==> config.mk <==
export PLATFORM = sky130hd
export DESIGN_NAME = insn_decode_stage
export DESIGN_NICKNAME = d
export VERILOG_FILES = /design/src/rtl/insn_decode_stage.sv
export SDC_FILE = /design/constraint.sdc
export NUM_CORES = 1
export LEC_CHECK = 0
export ABC_AREA = 1
export CAP_MARGIN = 20
export CORE_ASPECT_RATIO = 1.75
export CORE_UTILIZATION = 38
export CTS_CLUSTER_SIZE = 8
export DETAILED_ROUTE_END_ITERATION = 6
export GPL_TIMING_DRIVEN = 0
export PLACE_DENSITY = 0.72
export REMOVE_ABC_BUFFERS = 1
export SLEW_MARGIN = 20
export SYNTH_ARGS = -nofsm -noshare
export SYNTH_HDL_FRONTEND = slang
export SYNTH_SLANG_ARGS = --single-unit
==> constraint.sdc <==
create_clock -name clk -period 1.3 [get_ports clk]
set_input_delay 0.13 -clock clk [delete_from_list [all_inputs] [get_ports clk]]
set_output_delay 0.13 -clock clk [all_outputs]
set_load 0.05 [all_outputs]
==> src/rtl/insn_decode_stage.sv <==
// rtl/insn_decode_stage.sv - registered instruction-decode stage with register scoreboard
// Optional macro DECODE_BYPASS_EN: same-cycle writeback masks scoreboard hazards.
module insn_decode_stage #(
  parameter int LEN_INSN      = 32,
  parameter int LEN_OPECODE   = 7,
  parameter int LEN_IMMF      = 1,
  parameter int LEN_REGNO     = 4,
  parameter int LEN_CC        = 4,
  parameter int LEN_IMM       = 16,
  parameter int LEN_IMM_EX    = 32,
  parameter int SHIFT_OPECODE = 25,
  parameter int SHIFT_IMMF    = 24,
  parameter int SHIFT_RD      = 20,
  parameter int SHIFT_RS      = 16,
  parameter int SHIFT_CC      = 0,
  parameter int SHIFT_IMM     = 0,
  localparam int NUM_REGS     = 2**LEN_REGNO
) (
  input  logic                   clk,
  input  logic                   rst,
  input  logic                   in_valid,
  output logic                   in_ready,
  input  logic [LEN_INSN-1:0]    insn,
  output logic                   out_valid,
  input  logic                   out_ready,
  input  logic                   flush,
  input  logic                   wb_valid,
  input  logic [LEN_REGNO-1:0]   wb_r,
  output logic [LEN_OPECODE-1:0] opecode_o,
  output logic [LEN_IMMF-1:0]    immf_o,
  output logic [LEN_REGNO-1:0]   rd_o,
  output logic [LEN_REGNO-1:0]   rs_o,
  output logic [LEN_CC-1:0]      cc_o,
  output logic [LEN_IMM_EX-1:0]  imm_o,
  output logic [NUM_REGS-1:0]    busy_o
);

  logic [LEN_OPECODE-1:0] opecode;
  logic [LEN_IMMF-1:0]    immf;
  logic [LEN_REGNO-1:0]   rd;
  logic [LEN_REGNO-1:0]   rs;
  logic [LEN_CC-1:0]      cc;
  logic [LEN_IMM-1:0]     imm;
  logic [LEN_IMM_EX-1:0]  imm_ex;
  logic                   writes_rd;
  logic                   reads_rs;
  logic                   held_writes_rd;
  logic                   hazard;
  logic                   accept;
  logic [NUM_REGS-1:0]    busy_eff;
  logic [NUM_REGS-1:0]    busy_next;
  logic                   out_valid_next;

  assign opecode = insn[SHIFT_OPECODE +: LEN_OPECODE];
  assign immf    = insn[SHIFT_IMMF +: LEN_IMMF];
  assign rd      = insn[SHIFT_RD +: LEN_REGNO];
  assign rs      = insn[SHIFT_RS +: LEN_REGNO];
  assign cc      = insn[SHIFT_CC +: LEN_CC];
  assign imm     = insn[SHIFT_IMM +: LEN_IMM];

  assign writes_rd      = (opecode[LEN_OPECODE-1 -: 3] != 3'b111);
  assign held_writes_rd = (opecode_o[LEN_OPECODE-1 -: 3] != 3'b111);
  assign reads_rs       = (immf == '0);

  always_comb begin
    imm_ex = '0;
    if (immf != '0) begin
      case (opecode[LEN_OPECODE-1 -: 4])
        4'b0000: imm_ex = LEN_IMM_EX'($signed(imm));
        4'b0001: imm_ex = LEN_IMM_EX'(imm[4:0]);
        4'b0011: imm_ex = LEN_IMM_EX'($signed(imm));
        default: imm_ex = LEN_IMM_EX'(imm);
      endcase
    end
  end

  always_comb begin
    busy_eff = busy_o;
`ifdef DECODE_BYPASS_EN
    // A register being written back this cycle is already safe to read.
    if (wb_valid) busy_eff[wb_r] = 1'b0;
`endif
  end

  assign hazard   = busy_eff[rd] | (reads_rs & busy_eff[rs]);
  assign in_ready = !flush && !hazard && (!out_valid || out_ready);
  assign accept   = in_valid && in_ready;

  // Clears are applied before the set so an accept reclaiming a register wins.
  always_comb begin
    busy_next = busy_o;
    if (wb_valid) busy_next[wb_r] = 1'b0;
    if (flush && out_valid && held_writes_rd) busy_next[rd_o] = 1'b0;
    if (accept && writes_rd) busy_next[rd] = 1'b1;
  end

  always_comb begin
    out_valid_next = out_valid;
    if (flush)          out_valid_next = 1'b0;
    else if (accept)    out_valid_next = 1'b1;
    else if (out_ready) out_valid_next = 1'b0;
  end

  always_ff @(posedge clk or negedge rst) begin
    if (!rst) begin
      out_valid <= 1'b0;
      opecode_o <= '0;
      immf_o    <= '0;
      rd_o      <= '0;
      rs_o      <= '0;
      cc_o      <= '0;
      imm_o     <= '0;
      busy_o    <= '0;
    end else begin
      out_valid <= out_valid_next;
      busy_o    <= busy_next;
      if (accept) begin
        opecode_o <= opecode;
        immf_o    <= immf;
        rd_o      <= rd;
        rs_o      <= rs;
        cc_o      <= cc;
        imm_o     <= imm_ex;
      end
    end
  end

endmodule

After elaboration in Yosys (flattened, before gate mapping)
Cells that the tools add are included.
- $add $sub $neg: 0
- $mul: 0
- divide/modulo/power cells: 0
- order comparisons: 7
- equal/unequal tests: 4
- shifts and indexed selects: 0
- mux-type cells: 18
- bitwise logic cells: 8
- reduce and logical (&&, ||, !) cells: 16
- operators by type and width (kind ; number):
    $pmux 32 s2 ; 1
    $mux 16 ; 3
    $and 16x16->16 ; 2
    $mux 32 ; 1
    $not 16->16 ; 2
    $lt 4x5->1 const B ; 4
    $or 16x16->16 ; 1
    $demux 1 s4 ; 3
    $ge 4x1->1 const B ; 3
    $logic_and 1x1->1 ; 9
    $bmux 1 s4 ; 2
    $mux 1 ; 8
    $ne 3x3->1 const B ; 2
    $eq 4x1->1 const B ; 1
    $eq 4x2->1 const B ; 1
    $logic_not 4->1 ; 1
    $logic_not 1->1 ; 3
    $reduce_bool 3->1 ; 1
    $reduce_or 2->1 ; 1
    $and 1x1->1 ; 1
    $logic_or 1x1->1 ; 1
    $not 1->1 ; 1
    $or 1x1->1 ; 1
- bits in registers: 69
- bits in latches: 0
- memory bits (writable): 0
- ROM bits: 0
- input port bits: 42
- output and inout port bits: 70
- word-level logic and storage cells: 61
- memories: 0

Logic depth before layout (Yosys ltp)
Gate-level depths: netlist (run 1).
- depth after elaboration: 11
- mapped depth: 14
- gate-level depth less buffers: 11

Worst setup path before layout (run 1)
Ideal clock, no wire load.
- kind: flip-flop to flip-flop
- start point: register opecode_o[6]
- end point: register busy_o[10]
- setup time: 79 ps
- data arrival time: 1687 ps
- required time: 1221 ps
- path slack: -466 ps
- stages on the path, launching flop included: 6
- path buffers: 0
- period minus slack after synthesis: 1766 ps
- cell sequence: dfrtp_1 > inv_1 > o311ai_4 > clkinv_1 > a21oi_1 > o21bai_1
- cells in the longest elaborated chain, start to end: 5
- ends and longest elaborated chain (element ; RTL line ; source):
    from (decl) ; 29 ; output logic [LEN_OPECODE-1:0] opecode_o,
    from (signal assigned) ; 118 ; opecode_o <= opecode;
    $ne 3x3->1 * ; 62 ; assign held_writes_rd = (opecode_o[LEN_OPECODE-1 -: 3] != 3'b111);
    $logic_and 1x1->1 * ; 93 ; if (flush && out_valid && held_writes_rd) busy_next[rd_o] = 1'b0;
    $mux 16 * ; 93 ;
    $or 16x16->16 (no source line) ; -- ;
    $mux 16 * ; 94 ; if (accept && writes_rd) busy_next[rd] = 1'b1;
    net busy_next[10] ; 51 ; logic [NUM_REGS-1:0] busy_next;
    to (signal assigned) ; 116 ; busy_o <= busy_next;
    to (decl) ; 35 ; output logic [NUM_REGS-1:0] busy_o
Mark *: on every way through the listed nets, which the timed path passes. The rest lies on a longest branch.
A chain may end at the register's enable or synchronous reset.

Worst setup path after layout (run 1)
- start point: register busy_o[7]
- end point: register rs_o[1]
- cells in the longest elaborated chain, start to end: 8
- elaborated cells on any way between the ends: 10
- those cells by class: mux (4); bitwise (2); reduce/logical (4)
- ends and longest elaborated chain (element ; RTL line ; source):
    $bmux 1 s4 ; 85 ; assign hazard = busy_eff[rd] | (reads_rs & busy_eff[rs]);
    $mux 1 (not written as such) ; 85 ;
    $and 1x1->1 ; 85 ;
    $or 1x1->1 * ; 85 ;
    $logic_not 1->1 * ; 86 ; assign in_ready = !flush && !hazard && (!out_valid || out_ready);
    $logic_and 1x1->1 * (2 in a row) ; 86 ;
    $logic_and 1x1->1 * ; 87 ; assign accept = in_valid && in_ready;
    to (signal assigned) ; 121 ; rs_o <= rs;
    to (decl) ; 32 ; output logic [LEN_REGNO-1:0] rs_o,
Every way passes the cells marked *; elsewhere a longest branch is shown, timed or not. The select of a mux whose other input is x is not followed.

==> metrics.md, run 1 <==
| Metric | Value |
|---|---|
| Worst hold path type | `primary input to register` |
| Reg2reg end | `rs_o[1]$_DFFE_PN0P_` |
| Port Buf Inserts | `roughly 110` |
| Max Slew Vio Count | `0` |
| Final HPWL DP | `slightly below 7000 um` |
| Clk_lat worst skew | `0.30 ns` |
| Largest net degree at the start of global routing | `55` |
| Total GRT Usage | `24.5%` |
| Finish-stage setup viols | `55` |
| Row Count | `43` |
| Worst-path cell chain | `nand2_1 > nand2_1 > nand2_1 > nand2_1 > nand2_2 > nand3_2 > nor2_4 > nand3_4 > buf_12 > buf_16 > nand2_4 > o21ai_2` |
| VDD IR max | `0.979 mV` |
| Final #Nets | `572` |
| CP required | `roughly 1.5 ns` |
| DIE AREA | `0.00876 sq mm` |
| Final Hold Vio Count | `0` |
| PD cells | `1670 mW/mm^2` |
| Core Box Area | `around 0.008 sq mm` |
| Final Skew | `around 0.0096 ns` |
| Hold Path Cell Cnt | `3` |
| Vias in the first global route | `3,254` |
| Critical Path AT | `1.92 ns` |
| Die X-Extent | `slightly above 70 um` |
| CP max FO | `8` |
| Synthesized flop and latch total | `54` |
| Antenna cell count | `0` |
| Commonest non-fill, non-tap cell in the layout | `nand2_1` |
| # IOs | `112` |
| Drt pass-1 iters | `7` |
| Root buf cell | `clkbuf_16` |
| CP max stage delay | `0.42 ns` |
| Drt drc | `6` |
| Sequential area share after synthesis | `42.5%` |
| DR vias | `between 3k and 4k` |
| Met3 wire len | `477 um` |
| Reg-to-reg critical path startpoint | `busy_o[7]$_DFF_PN0_` |
| RSZ-0062 raised after global routing | `true` |
| Starting Density | `between 30% and 40%` |
| Area growth syn-to-layout | `56.2%` |
| Synth warnings | `0` |
| Outcome | `finished with violations` |
| Hold Slack | `roughly 0.38 ns` |
| Antenna Nets Post-Route | `0` |
| Post-route cell area | `0.00497 sq mm` |
| Netlist cell types | `23` |
| Chip Height | `roughly 120 um` |
| CTS Buf Count | `5` |
| Syn Inst Count | `425` |
| Fin util | `around 62%` |
| Commonest cells after routing, fill and taps aside | `96 x nand2_1, 51 x dfrtp_1, 40 x inv_1, 39 x clkdlybuf4s15_2, 35 x clkdlybuf4s50_1` |
| Slew @ Worst Pin | `0.724 ns` |
| Final GP Congestion | `0.925` |
| Failing checks | `DRC, setup timing` |
| CP most frequent cell | `nand2_1` |
| Initial antenna violation count | `0` |
| Detailed Route Iter0 Violations | `216` |
| Worst Hold End | `opecode_o[1]$_DFFE_PN0P_` |
| R2r setup slk | `-0.44 ns` |
| R2R cell count | `12` |
| First-pass GRT wire length | `16,300 um` |
| Fin crit share | `134%` |
| Highest routed layer | `met4` |
| Clk sink count | `54` |
| Slew margin rel. | `51.6%` |
| Number of max-cap violations | `0` |
| Peak Freq | `575 MHz` |
| Crit end category | `register` |
| Routed WL | `10,400 um` |
| Post-route minimum period | `1.74 ns` |
| Met2 WL post-DR | `5800 um` |
| CTS H-tree depth | `2` |
| Global route overflow | `0` |
| Post-Syn Area | `~0.0032 sq mm` |
| Vias per inst | `5.22` |
| Synthesized area per cell | `7.49 sq um` |
| Hold Path Origin | `insn[26]` |
| Clock tree buffer depth | `2` |
| Drt wl/cell | `16.7 um` |
| Clk slew on worst S/H paths | `0.07 ns` |
| Final std cells w/o fill | `around 620` |
| Placed cells | `595` |
| Final WS setup | `-0.439 ns` |
| Lkg Pwr | `approximately 2.3 nW` |
| M1 WL | `between 3000 and 4000 um` |
| Critical Path Start Type | `register` |
| Crit Path Class | `register to register` |
| Placed Instance Area | `0.00420 sq mm` |
| Fill count | `roughly 710` |
| Share of cells above drive strength 1 | `36.0%` |
| CP max stage cell | `dfrtp_1` |
| CTS tree | `done` |
-- synth_stat cells, drive strengths merged --
| master | instances | area share, % |
|---|---|---|
| o21a | 2 | 0.47 |
| o21bai | 16 | 3.8 |
| a21oi | 13 | 2.0 |
| dfrtp | 54 | 42 |
| nand3 | 28 | 4.6 |
| o311ai | 1 | 0.83 |
| inv | 48 | 5.7 |
| o31ai | 4 | 0.94 |
| buf | 26 | 6.6 |
| nor3 | 9 | 1.4 |
| o21ai | 51 | 10 |
| clkinv | 1 | 0.12 |
| nand4 | 1 | 0.39 |
| nand2 | 136 | 16 |
| clkbuf | 6 | 0.71 |
| nor2 | 29 | 3.7 |
-- worst max path at each step --
stage	startpoint	end	slack (ns)	depth (start not counted)
after CTS	busy_o[1]$_DFF_PN0_	in_ready	-0.48	10
final	busy_o[7]$_DFF_PN0_	rs_o[1]$_DFFE_PN0P_	-0.44	12
after detailed placement	insn[20]	in_ready	-1.59	12
after global placement	insn[20]	imm_o[4]$_DFFE_PN0P_	-2.31	11
after floorplan	imm_o[30]$_DFFE_PN0P_	imm_o[30]$_DFFE_PN0P_	-4.34	2
after global routing	busy_o[13]$_DFF_PN0_	in_ready	-0.54	10
-- sequential cells by signal, summed over array words and instances, names as in the netlist --
register / count
out_valid: 1
busy_o: 16
opecode_o: 7
immf_o: 1
cc_o: 4
imm_o: 17
rd_o: 4
rs_o: 4
-- area by class of cell --
class	count	area [sq um]	area share, %
multi-input cells	290	1740	35.1
clock inverters	2	38.8	0.781
repair buffers	130	1390	28.1
inverters	49	186	3.75
flip-flops and latches	54	1360	27.3
clock buffers	6	139	2.80
well taps	90	113	2.27
-- through the flow --
step | power [W] | setup TNS, ns | worst slack, ns
4_1_cts | 0.00811 | -20.98 | -0.475
6_report | 0.00830 | -20.80 | -0.439
3_5_place_dp | 0.00625 | -75.99 | -1.59
3_3_place_gp | 0.00620 | -200.28 | -2.31
5_1_grt | 0.00868 | -26.73 | -0.545
2_1_floorplan | 0.00483 | -118.58 | -4.34
-- routing by layer --
metal / GRT usage (%) / vias up
li1: - / 1560
met1: 26.3 / 1534
met2: 45.2 / 125
met3: 4.07 / 20
met4: 12.6 / 0
met5: 0 / -
-- where the power goes --
part / internal [W] / switching, W
registers: 0.00208 / 0.000498
logic: 0.00141 / 0.00271
clock network: 0.000970 / 0.000635
-- logic make-up after synthesis --
kind of cell	synth area share (%)
simple gates	26.1
compound gates	18.3
buf+inv	13.1
flops	42.5
-- critical path, delay by kind of cell, from the launching register on --
family | cells | cell delay [ns]
compound gates | 1 | 0.04
buf+inv | 2 | 0.34
flops | 1 | 0.42
simple gates | 9 | 0.81
-- what timing repair did --
action,CTS,global route
pin swaps,5,4
setup buffers,4,5
setup endpoints to repair,124,79
hold endpoints to repair,54,0
gates cloned,7,1
gates resized for setup,331,64
hold buffers,1,0
Note: power is estimated with default switching activity, not from simulation.
==> inputs of run 2 (changes only) <==
Settings changed: CAP_MARGIN 20 to not set, CTS_BUF_LIST set to sky130_fd_sc_hd__clkbuf_16, PLACE_DENSITY 0.72 to 0.69.
Clock period 1.3 ns to 1.7 ns, I/O delays scaled along.
==> metrics.md, run 2 (synthesized netlist as in run 1, its figures left out) <==
| Metric | Value |
|---|---|
| Critical Path AT | `about 2.1 ns` |
| Final Hold Vio Count | `0` |
| Area growth syn-to-layout | `61.3%` |
| Final HPWL DP | `about 6900 um` |
| Fin crit share | `109%` |
| Top Registers | `imm_o x17, busy_o x16, opecode_o x7` |
| PD cells | `1250 mW/mm^2` |
| Critical Path Start Type | `primary input` |
| Crit end category | `register` |
| Commonest cells after routing, fill and taps aside | `100 x nand2_1, 52 x dfrtp_1, 52 x clkdlybuf4s50_1, 41 x dlygate4sd2_1, 38 x inv_1` |
| CP required | `a little under 2 ns` |
| Final GP Congestion | `0.917` |
| Crit Path Class | `primary input to register` |
| CTS H-tree depth | `2` |
| Max Slew Vio Count | `0` |
| # IOs | `112` |
| Placed cells | `594` |
| Share of cells above drive strength 1 | `25.7%` |
| Outcome | `finished with violations` |
| Largest net degree at the start of global routing | `55` |
| Clk slew on worst S/H paths | `around 0.08 ns` |
| Slew @ Worst Pin | `1.07 ns` |
| CP max FO | `8` |
| Setup TNS | `-4.69 ns` |
| Failing checks | `DRC, setup timing` |
| Drt wl/cell | `~19 um` |
| Fin util | `64.0%` |
| Peak Freq | `540 MHz` |
| Lkg Pwr | `2.59 nW` |
| Clk sink count | `54` |
| Final Skew | `0.00751 ns` |
| Worst hold path type | `primary input to register` |
| Chip Height | `123 um` |
| Total GRT Usage | `27.4%` |
| Drt pass-1 iters | `7` |
| Final #Nets | `slightly below 600` |
| VDD IR max | `1.03 mV` |
| Starting Density | `a little under 40%` |
| Clk_lat worst skew | `0.30 ns` |
| DIE AREA | `0.00876 sq mm` |
| Antenna cell count | `0` |
| Post-route minimum period | `~1.9 ns` |
| Slew margin rel. | `28.9%` |
| Vias per inst | `5.47` |
| Finish-stage setup viols | `53` |
| First-pass GRT wire length | `17,900 um` |
| Global route overflow | `0` |
| Max reg flops | `17` |
| DR vias | `between 3k and 4k` |
| Row Count | `43` |
| Routed WL | `12,100 um` |
| Final std cells w/o fill | `642` |
| Root buf cell | `clkbuf_16` |
| Port Buf Inserts | `111` |
| Final WS setup | `-0.153 ns` |
| Die X-Extent | `around 71 um` |
| CTS tree | `done` |
| Number of max-cap violations | `0` |
| Drt drc | `4` |
| Initial antenna violation count | `0` |
| Antenna Nets Post-Route | `0` |
| Clock tree buffer depth | `2` |
| CTS Buf Count | `5` |
| Detailed Route Iter0 Violations | `230` |
| Largest reg by FF count | `imm_o` |
| Core Box Area | `0.00802 sq mm` |
| Commonest non-fill, non-tap cell in the layout | `nand2_1` |
| Vias in the first global route | `3,482` |
| RSZ-0062 raised after global routing | `true` |
[run 2: cell type report]
| type | instances | area (sq um) |
|---|---|---|
| sequential | 54 | 1350 |
| timing repair buffer | 142 | 1480 |
| inverter | 49 | 185 |
| clock inverter | 3 | 43.8 |
| clock buffer | 5 | 125 |
| fill | 664 | 2880 |
| multi-input combinational | 299 | 1830 |
| tap | 90 | 113 |
[run 2: path summary, 6_finish.rpt]
kind / cells after the start / slack (ns) / to / from
max reg2reg: 12 / -0.13 / imm_o[9]$_DFFE_PN0P_ / busy_o[12]$_DFF_PN0_
max in group asynchronous: 2 / 0.72 / busy_o[10]$_DFF_PN0_ / rst
min: 3 / 0.28 / rs_o[1]$_DFFE_PN0P_ / insn[17]
min reg2reg: 2 / 0.50 / imm_o[3]$_DFFE_PN0P_ / imm_o[3]$_DFFE_PN0P_
min in group asynchronous: 2 / 0.46 / opecode_o[6]$_DFFE_PN0P_ / rst
max: 12 / -0.15 / imm_o[9]$_DFFE_PN0P_ / insn[21]
[run 2: report_power, final]
part | switching (W) | total, W | leakage [nW] | internal, W
clock network | 0.000516 | 0.00122 | 0.0842 | 0.000699
registers | 0.000335 | 0.00192 | 0.693 | 0.00159
logic | 0.00216 | 0.00329 | 1.82 | 0.00113
[run 2: layer usage]
metal / up-vias / global-route usage (%) / share of wire, %
li1: 1620 / - / -
met1: 1674 / 29.1 / 34
met2: 174 / 49.2 / 54
met3: 46 / 5.54 / 5.9
met4: 0 / 16.5 / 5.6
met5: - / 0 / 0
[run 2: timing repair]
action | in CTS | in global routing
setup endpoints to repair | 88 | 60
pin swaps | 16 | 16
buffers inserted | 21 | 7
resized for setup | 121 | 60
hold buffers | 1 | 0
cloned | 13 | 0
hold endpoints to repair | 54 | 0
[run 2: critical path, cell delays in order]
cell and delay (ns):
clkdlybuf4s15_1 0.47, inv_2 0.20, nand2_1 0.11, nand2_1 0.07, nand2_1 0.10, nand2_2 0.08
nor2_4 0.15, buf_12 0.14, buf_6 0.10, nand3_4 0.12, buf_12 0.24, o21ai_2 0.12
[run 2: stage by stage]
| stage | instance area [sq um] | power (W) | hold slack (ns) | worst slack [ns] |
|---|---|---|---|---|
| 6_report | 5130 | 0.00643 | 0.278 | -0.153 |
| 5_1_grt | 5130 | 0.00670 | 0.302 | -0.199 |
| 4_1_cts | 4920 | 0.00626 | 0.379 | -0.147 |
| 3_5_place_dp | 4180 | 0.00477 | 0.269 | -1.50 |
| 3_3_place_gp | 4170 | 0.00474 | 0.465 | -2.01 |
| 2_1_floorplan | 2950 | 0.00369 | -0.126 | -3.94 |
==> inputs of run 3 (changes only) <==
Settings changed: CTS_CLUSTER_SIZE 8 to not set, SKIP_LAST_GASP set to 1.
==> metrics.md, run 3 (synthesized netlist as in run 1, its figures left out) <==
| Metric | Value |
|---|---|
| Slew @ Worst Pin | `1.05 ns` |
| Finish-stage setup viols | `43` |
| Max Slew Vio Count | `0` |
| Clock tree buffer depth | `2` |
| Hold Path Cell Cnt | `3` |
| Post-route minimum period | `1.81 ns` |
| Cell family with most CP delay | `simple AND/OR/NAND/NOR gates` |
| Final #Nets | `593` |
| Commonest non-fill, non-tap cell in the layout | `nand2_1` |
| Top Registers | `imm_o x17, busy_o x16, opecode_o x7` |
| RSZ-0062 raised after global routing | `true` |
| Clk sink count | `54` |
| Placed Instance Area | `0.00418 sq mm` |
| Slew margin rel. | `roughly 30%` |
| CTS tree | `done` |
| Reg2reg end | `imm_o[5]$_DFFE_PN0P_` |
| Drt pass-1 iters | `7` |
| Final HPWL DP | `6870 um` |
| Detailed Route Iter0 Violations | `203` |
| Final Skew | `between 0.008 and 0.009 ns` |
| Critical Path Start Type | `register` |
| CP max stage cell | `dfrtp_1` |
| Drt drc | `4` |
| CTS H-tree depth | `2` |
| Commonest cells after routing, fill and taps aside | `100 x nand2_1, 60 x clkdlybuf4s50_1, 52 x dfrtp_1, 38 x inv_1, 38 x dlygate4sd2_1` |
| Routed WL | `11,800 um` |
| Core Box Area | `0.00802 sq mm` |
| Worst hold path type | `primary input to register` |
| Largest net degree at the start of global routing | `55` |
| Crit end category | `register` |
| DR vias | `3,477` |
| Share of cells above drive strength 1 | `between 20% and 30%` |
| Root buf cell | `clkbuf_16` |
| WP buf/inv | `3` |
| Largest reg by FF count | `imm_o` |
| Worst Hold End | `rs_o[1]$_DFFE_PN0P_` |
| CP required | `1.87 ns` |
| Setup TNS | `-2.73 ns` |
| CP most frequent cell | `nand2_1` |
| Vias per inst | `5.42` |
| Area growth syn-to-layout | `61.1%` |
| CP Depth | `12` |
| CTS Buf Count | `5` |
| Crit Path Class | `register to register` |
| Worst-path cell chain | `inv_2 > o21ai_1 > nand2_1 > nand2_1 > nand2_1 > nand2_2 > nor2_4 > buf_12 > buf_4 > nand3_4 > nand2_2 > o21ai_1` |
| CP max FO | `7` |
| DIE AREA | `roughly 0.0088 sq mm` |
| Row Count | `43` |
| Final Hold Vio Count | `0` |
| Clk_lat worst skew | `0.30 ns` |
| Final WS setup | `-0.110 ns` |
| Fin crit share | `106%` |
| Failing checks | `DRC, setup timing` |
| Reg-to-reg critical path startpoint | `busy_o[14]$_DFF_PN0_` |
| Pre-CTS setup slack | `-1.50 ns` |
| # IOs | `112` |
| Number of max-cap violations | `0` |
| Peak Freq | `552 MHz` |
| Critical Path AT | `1.98 ns` |
| CP max stage delay | `0.44 ns` |
| Hold Path Origin | `insn[17]` |
| VDD IR max | `around 1.0 mV` |
| R2r setup slk | `-0.11 ns` |
| Total power | `between 0.006 and 0.007 W` |
| Die X-Extent | `~70 um` |
| Outcome | `finished with violations` |
| Antenna Nets Post-Route | `0` |
| Post-route cell area | `between 0.005 and 0.006 sq mm` |
| PD cells | `1250 mW/mm^2` |
| R2R cell count | `12` |
| Starting Density | `39.7%` |
| Global route overflow | `0` |
| Max reg flops | `17` |
| Total GRT Usage | `27.4%` |
| Port Buf Inserts | `between 100 and 150` |
| Chip Height | `123 um` |
| Final GP Congestion | `roughly 0.92` |
| Antenna cell count | `0` |
| Drt wl/cell | `between 15 and 20 um` |
| Clk slew on worst S/H paths | `0.08 ns` |
| Initial antenna violation count | `0` |
| Lkg Pwr | `about 2.5 nW` |
| First-pass GRT wire length | `between 15,000 and 20,000 um` |
| Vias in the first global route | `3,475` |
## run 3: changes by cell type in the layout (fill, tap and decap cells not counted)
cell	before	now
clkdlybuf4s50_1	52	60
dlygate4sd2_1	41	38
dlymetal6s2s_1	14	9
## run 3: layer usage
metal  wire, um  track usage, %  part of all wire, %
met1       4120            29.1                   35
met2       6410            49.0                   54
met3        743            5.70                  6.3
met4        566            16.5                  4.8
met5          0               0                    0
## run 3: worst reg2reg max path, stage by stage (launching register included)
cell     delay [ns]
dfrtp_1        0.44
inv_2          0.08
o21ai_1        0.05
nand2_1        0.07
nand2_1        0.07
nand2_1        0.08
nand2_2        0.07
nor2_4         0.15
buf_12         0.14
buf_4          0.12
nand3_4        0.15
nand2_2        0.15
o21ai_1        0.10
## run 3: metrics by stage
step	hold slack, ns	cells	utilization (%)
after global placement	0.465	594	52.0
after CTS	0.379	637	61.5
after detailed placement	0.269	594	52.1
after floorplan	-0.126	393	-
final	0.281	642	63.9
after global routing	0.301	642	63.9
## run 3: power by group
group	leakage [nW]	internal [W]	total, W	switching, W
Combinational	1.75	0.00115	0.00330	0.00215
Sequential	0.693	0.00159	0.00192	0.000336
Clock	0.0842	0.000699	0.00121	0.000511
Total	2.53	0.00344	0.00643	0.00300
## run 3: timing repair
action,in CTS,in global routing
endpoints found under the setup margin,88,63
hold buffers,1,0
cloned,13,0
setup buffers,21,7
gates resized for setup,118,55
hold endpoints to repair,54,0
pin swaps,16,16
## run 3: how the worst max path moves through the flow
stage                               start                     to  slack (ns)
floorplan           imm_o[30]$_DFFE_PN0P_  imm_o[30]$_DFFE_PN0P_       -3.94
global placement                 insn[20]   imm_o[6]$_DFFE_PN0P_       -2.01
detailed placement               insn[20]   imm_o[6]$_DFFE_PN0P_       -1.50
CTS                              insn[21]   imm_o[4]$_DFFE_PN0P_       -0.15
global route         busy_o[13]$_DFF_PN0_   imm_o[5]$_DFFE_PN0P_       -0.20
finish               busy_o[14]$_DFF_PN0_   imm_o[5]$_DFFE_PN0P_       -0.11
## run 3: cell type report
cell class | instances | area, sq um
Fill cell | 663 | 2890
Sequential cell | 54 | 1350
Multi-Input combinational cell | 299 | 1830
Timing Repair Buffer | 142 | 1470
Clock buffer | 5 | 125
Inverter | 49 | 185
Clock inverter | 3 | 43.8
Tap cell | 90 | 113
==> RTL change 1: new RTL, flow settings as in run 3 <==
The option `DECODE_BYPASS_EN` is turned on by a define.
--- a/src/rtl/insn_decode_stage.sv
+++ b/src/rtl/insn_decode_stage.sv
@@ -2,2 +2,4 @@
 // Optional macro DECODE_BYPASS_EN: same-cycle writeback masks scoreboard hazards.
+`define DECODE_BYPASS_EN
+
 module insn_decode_stage #(
Function: changed (Yosys sat finds a counterexample within 4 cycles, from zero or initial values and one cycle with rst low).
==> RTL change 1 against run 3 <==
  * The run ends with negative setup slack left
  * Worst setup slack improved by 0.045 ns
  * Core utilization about the same
  * Routed wire length decreased by 11%
  * Critical path type is now in2out
  * Power decreased by 14%
  * First-iteration DRC count decreased by 24%
  * Final area decreased by 5.6%
  * Critical path depth decreased by 1
  * Sequential cell count unchanged
  * Synthesized area decreased by 6.6%
  * Synthesized cell count decreased by 8.9%
  * Die area decreased by 6.5%
  * Sequential power decreased by 5%
  * Highest routed layer unchanged
  * Cell count decreased by 6.7%
==> RTL change 1: results (changes against run 3) <==
Synthesis
  – Seq/Total Area, Yosys: 0.455 (was 0.425)
  – Post-synth top cells: nand2_1 (110), nand3_1 (64), dfrtp_1 (54), o21ai_1 (25), inv_1 (24) (was nand2_1 (136), dfrtp_1 (54), inv_1 (45), nor2_1 (28), nand3_1 (27))

Power and ir drop
  – Pleak: 2.31 nW (was 2.53 nW)
  – VDD IR max: 0.897 mV (was 1.01 mV)

Drt
  – DRT Pass-1 Iters: 4 (was 7)
  – Iter 0 DRT Violations: 155 (was 203)

Finish
  – Finished Layout Cells: 599 (was 642)
  – Share of layout cells above drive strength 1: 0.243 (was 0.257)
  – Nets: 552 (was 593)

Place
  – Placed Instances: 559 (was 594)
  – Pre-CTS setup slack: -1.93 ns (was -1.50 ns)
  – Final HPWL DP: 6.36 mm (was 6.87 mm)

Global route
  – Met1 usage: 0.311 (was 0.291)
  – Number of global-route vias before repair: 3261 (was 3475)
  – Global-route track usage on met2: 0.469 (was 0.490)
  – Met3 usage: 0.0575 (was 0.0570)
  – GRT Overall Usage: 0.278 (was 0.274)
  – First-pass GRT wire length: 16.7 mm (was 17.9 mm)

Worst setup path
  – Critical path endpoint: in_ready (was imm_o[5]$_DFFE_PN0P_)
  – WP data arrival: 1.60 ns (was 1.98 ns)
  – Crit. Startpoint: wb_r[0] (was busy_o[14]$_DFF_PN0_)

Run status
  – Failing checks: negative setup slack (was design-rule violations, negative setup slack)
  – Status: complete, but fails checks (unchanged)

STA
  – Setup Skew: 0.00387 ns (was 0.00859 ns)
  – Final WS setup: -0.0650 ns (was -0.110 ns)
  – Worst rel slew slack: 0.531 (was 0.300)
  – Setup violators final: 25 (was 43)
## RTL change 1: per-stage QoR
stage | cell area (sq um) | util
final | 4840 | 0.639
after global routing | 4840 | 0.639
after CTS | 4590 | 0.606
after detailed placement | 4010 | 0.529
after global placement | 4010 | 0.530
after floorplan | 2790 | -
## RTL change 1: cells by family after synthesis
group,Yosys count,share of synthesized area
buffers and inverters,55,0.0973
AND/OR/NAND/NOR,210,0.318
flip-flops,54,0.455
AO/OA/AOI/OAI,68,0.130
## RTL change 1: final cells by class
class | instances | share of cell area
clock buffers | 5 | 0.0259
flip-flops and latches | 54 | 0.279
multi-input cells | 288 | 0.378
repair inverters | 1 | 0.00129
well taps | 88 | 0.0228
clock inverters | 3 | 0.00259
inverters | 28 | 0.0238
repair buffers | 132 | 0.267
## RTL change 1: how the worst min path moves through the flow
stage | start | endpoint | slack (ns)
6_report | insn[21] | rd_o[1]$_DFFE_PN0P_ | 0.23
5_1_grt | insn[21] | rd_o[1]$_DFFE_PN0P_ | 0.24
4_1_cts | wb_valid | busy_o[6]$_DFF_PN0_ | 0.36
3_5_place_dp | rst | rs_o[0]$_DFFE_PN0P_ | 0.28
3_3_place_gp | opecode_o[2]$_DFFE_PN0P_ | opecode_o[2]$_DFFE_PN0P_ | 0.46
2_1_floorplan | rst | busy_o[0]$_DFF_PN0_ | -0.13
## RTL change 1: layer usage
metal	wire, um	vias up
li1	-	1544
met1	3750	1529
met2	5550	150
met3	699	32
met4	523	0
met5	0	-
## RTL change 1: timing repair
| item | in CTS | in global routing |
|---|---|---|
| buffers inserted | 12 | 9 |
| endpoints found under the setup margin | 84 | 65 |
| hold buffers | 1 | 0 |
| gates cloned | 11 | 0 |
| resized for setup | 127 | 67 |
| pin swaps | 22 | 22 |
| hold endpoints to repair | 54 | 0 |
## RTL change 1: worst max-delay path: cells and delay by family
family | cells | cell delay, ns
AO/OA/AOI/OAI | 1 | 0.17
AND/OR/NAND/NOR | 6 | 0.66
buffers and inverters | 4 | 0.60
## RTL change 1: power by group
part           switching (mW)  leakage, nW  internal [mW]
Combinational            1.82         1.55          0.914
Sequential              0.258        0.697           1.56
Clock                   0.455       0.0724          0.534
Total                    2.53         2.31           3.01
==> RTL change 2: new RTL, flow settings as in run 3 <==
Without the edit above. Make the reset (`rst`) synchronous in one clocked block.
--- a/src/rtl/insn_decode_stage.sv
+++ b/src/rtl/insn_decode_stage.sv
@@ -103,3 +103,3 @@
 
-  always_ff @(posedge clk or negedge rst) begin
+  always_ff @(posedge clk) begin
     if (!rst) begin
Behaviour: differs if rst is asserted again (counterexample within 4 cycles, from zero or initial values and one cycle with rst low); with rst held inactive, the same outputs for 10 cycles.
==> RTL change 2 against run 3 <==
  * The run ends with negative setup slack left
  * Critical path depth decreased by 2
  * Synthesized area decreased by 6.8%
  * Worst setup slack improved by 0.052 ns
  * First-iteration DRC count increased by 17%
  * Routed wire length decreased by 9.9%
  * Core utilization decreased by 5.1 points
  * Final area decreased by 13%
  * Non-clock buffer count decreased by 19
  * Sequential cell count unchanged
Power is not compared: it rests on default switching activity, and its combinational part moved more than twofold at a synthesized area within 25%.
==> RTL change 2: results (changes against run 3) <==
STA
  – Worst-margin pin slew: 0.750 ns (was 1.05 ns)
  – Final setup TNS: -0.387 ns (was -2.73 ns)
  – Setup Skew: 0.00945 ns (was 0.00859 ns)
  – Final hold slack: 0.267 ns (was 0.281 ns)
  – Setup violators final: 19 (was 43)
  – Final WS setup: -0.0578 ns (was -0.110 ns)

Drt
  – Iter 0 DRT Violations: 237 (was 203)
  – WL met1: 3.96 mm (was 4.12 mm)
  – Routed wire length: 10.7 mm (was 11.8 mm)
  – WL met3: 500 um (was 743 um)
  – Via count: 3473 (was 3477)
  – Met2 Wirelength: 5.84 mm (was 6.41 mm)
  – DRT Pass-1 Iters: 4 (was 7)

Worst setup path
  – R2r endpoint: busy_o[3]$_SDFF_PN0_ (was imm_o[5]$_DFFE_PN0P_)
  – Maximum fanout along the worst path: 4 (was 7)
  – WP data arrival: 1.59 ns (was 1.98 ns)
  – FF-to-FF setup slack: -0.04 ns (was -0.11 ns)
  – Worst path max stage delay: 0.35 ns (was 0.44 ns)
  – Reg2Reg Depth: 13 (was 12)

Finish
  – Finished Layout Cells: 664 (was 642)
  – Nets: 617 (was 593)
  – Share of layout cells above drive strength 1: 0.203 (was 0.257)
  – Fill cell count: 744 (was 663)

Clocking
  – Post-CTS resize count: 74 (was 118)
  – Post-CTS Setup Bufs: 7 (was 21)

Synthesis
  – Avg Cell Area, Syn: 6.31 sq um (was 7.49 sq um)
  – Compound-gate portion of the synthesized area: 0.143 (was 0.183)
  – Cell variety after synth: 24 (was 23)
  – Ys flop type: dfxtp_1 (was dfrtp_1)
  – Post-synth top cells: nand2_1 (147), nor2_1 (68), dfxtp_1 (54), inv_1 (47), a21oi_1 (41) (was nand2_1 (136), dfrtp_1 (54), inv_1 (45), nor2_1 (28), nand3_1 (27))

Place
  – Placed Instances: 637 (was 594)
  – GPL Wtd Cong: 0.919 (was 0.917)
  – Final HPWL DP: 6.80 mm (was 6.87 mm)
  – Pre-CTS setup slack: -1.45 ns (was -1.50 ns)

Global route
  – Number of global-route vias before repair: 3279 (was 3475)
  – Met1 usage: 0.276 (was 0.291)
  – GRT Overall Usage: 0.263 (was 0.274)
  – First-pass GRT wire length: 15.8 mm (was 17.9 mm)
  – Pin count of the biggest net entering global routing: 32 (was 55)
  – Met3 usage: 0.0421 (was 0.0570)
  – Global-route track usage on met2: 0.469 (was 0.490)

Min path
  – Hold path depth: 3 (unchanged)
  – Worst Hold End: rs_o[0]$_SDFFE_PN0P_ (was rs_o[1]$_DFFE_PN0P_)

Run status
  – Failing checks: negative setup slack (was design-rule violations, negative setup slack)
  – Status: complete, but fails checks (unchanged)
## RTL change 2: worst max path at each step
stage | from | endpoint | cells after the start
2_1_floorplan | imm_o[30]$_SDFFE_PN0P_ | imm_o[30]$_SDFFE_PN0P_ | 2
3_3_place_gp | insn[20] | imm_o[7]$_SDFFE_PN0P_ | 13
3_5_place_dp | insn[20] | imm_o[9]$_SDFFE_PN0P_ | 13
4_1_cts | busy_o[8]$_SDFF_PN0_ | in_ready | 10
5_1_grt | busy_o[5]$_SDFF_PN0_ | rd_o[2]$_SDFFE_PN0P_ | 11
6_report | busy_o[9]$_SDFF_PN0_ | in_ready | 10
## RTL change 2: area by class of cell
cell class | instances | share of cell area
clock buffer | 5 | 0.0281
clock inverter | 3 | 0.00281
inverter | 49 | 0.0444
multi-input combinational | 340 | 0.390
sequential | 54 | 0.249
tap | 88 | 0.0247
timing repair buffer | 123 | 0.256
timing repair inverter | 2 | 0.00450
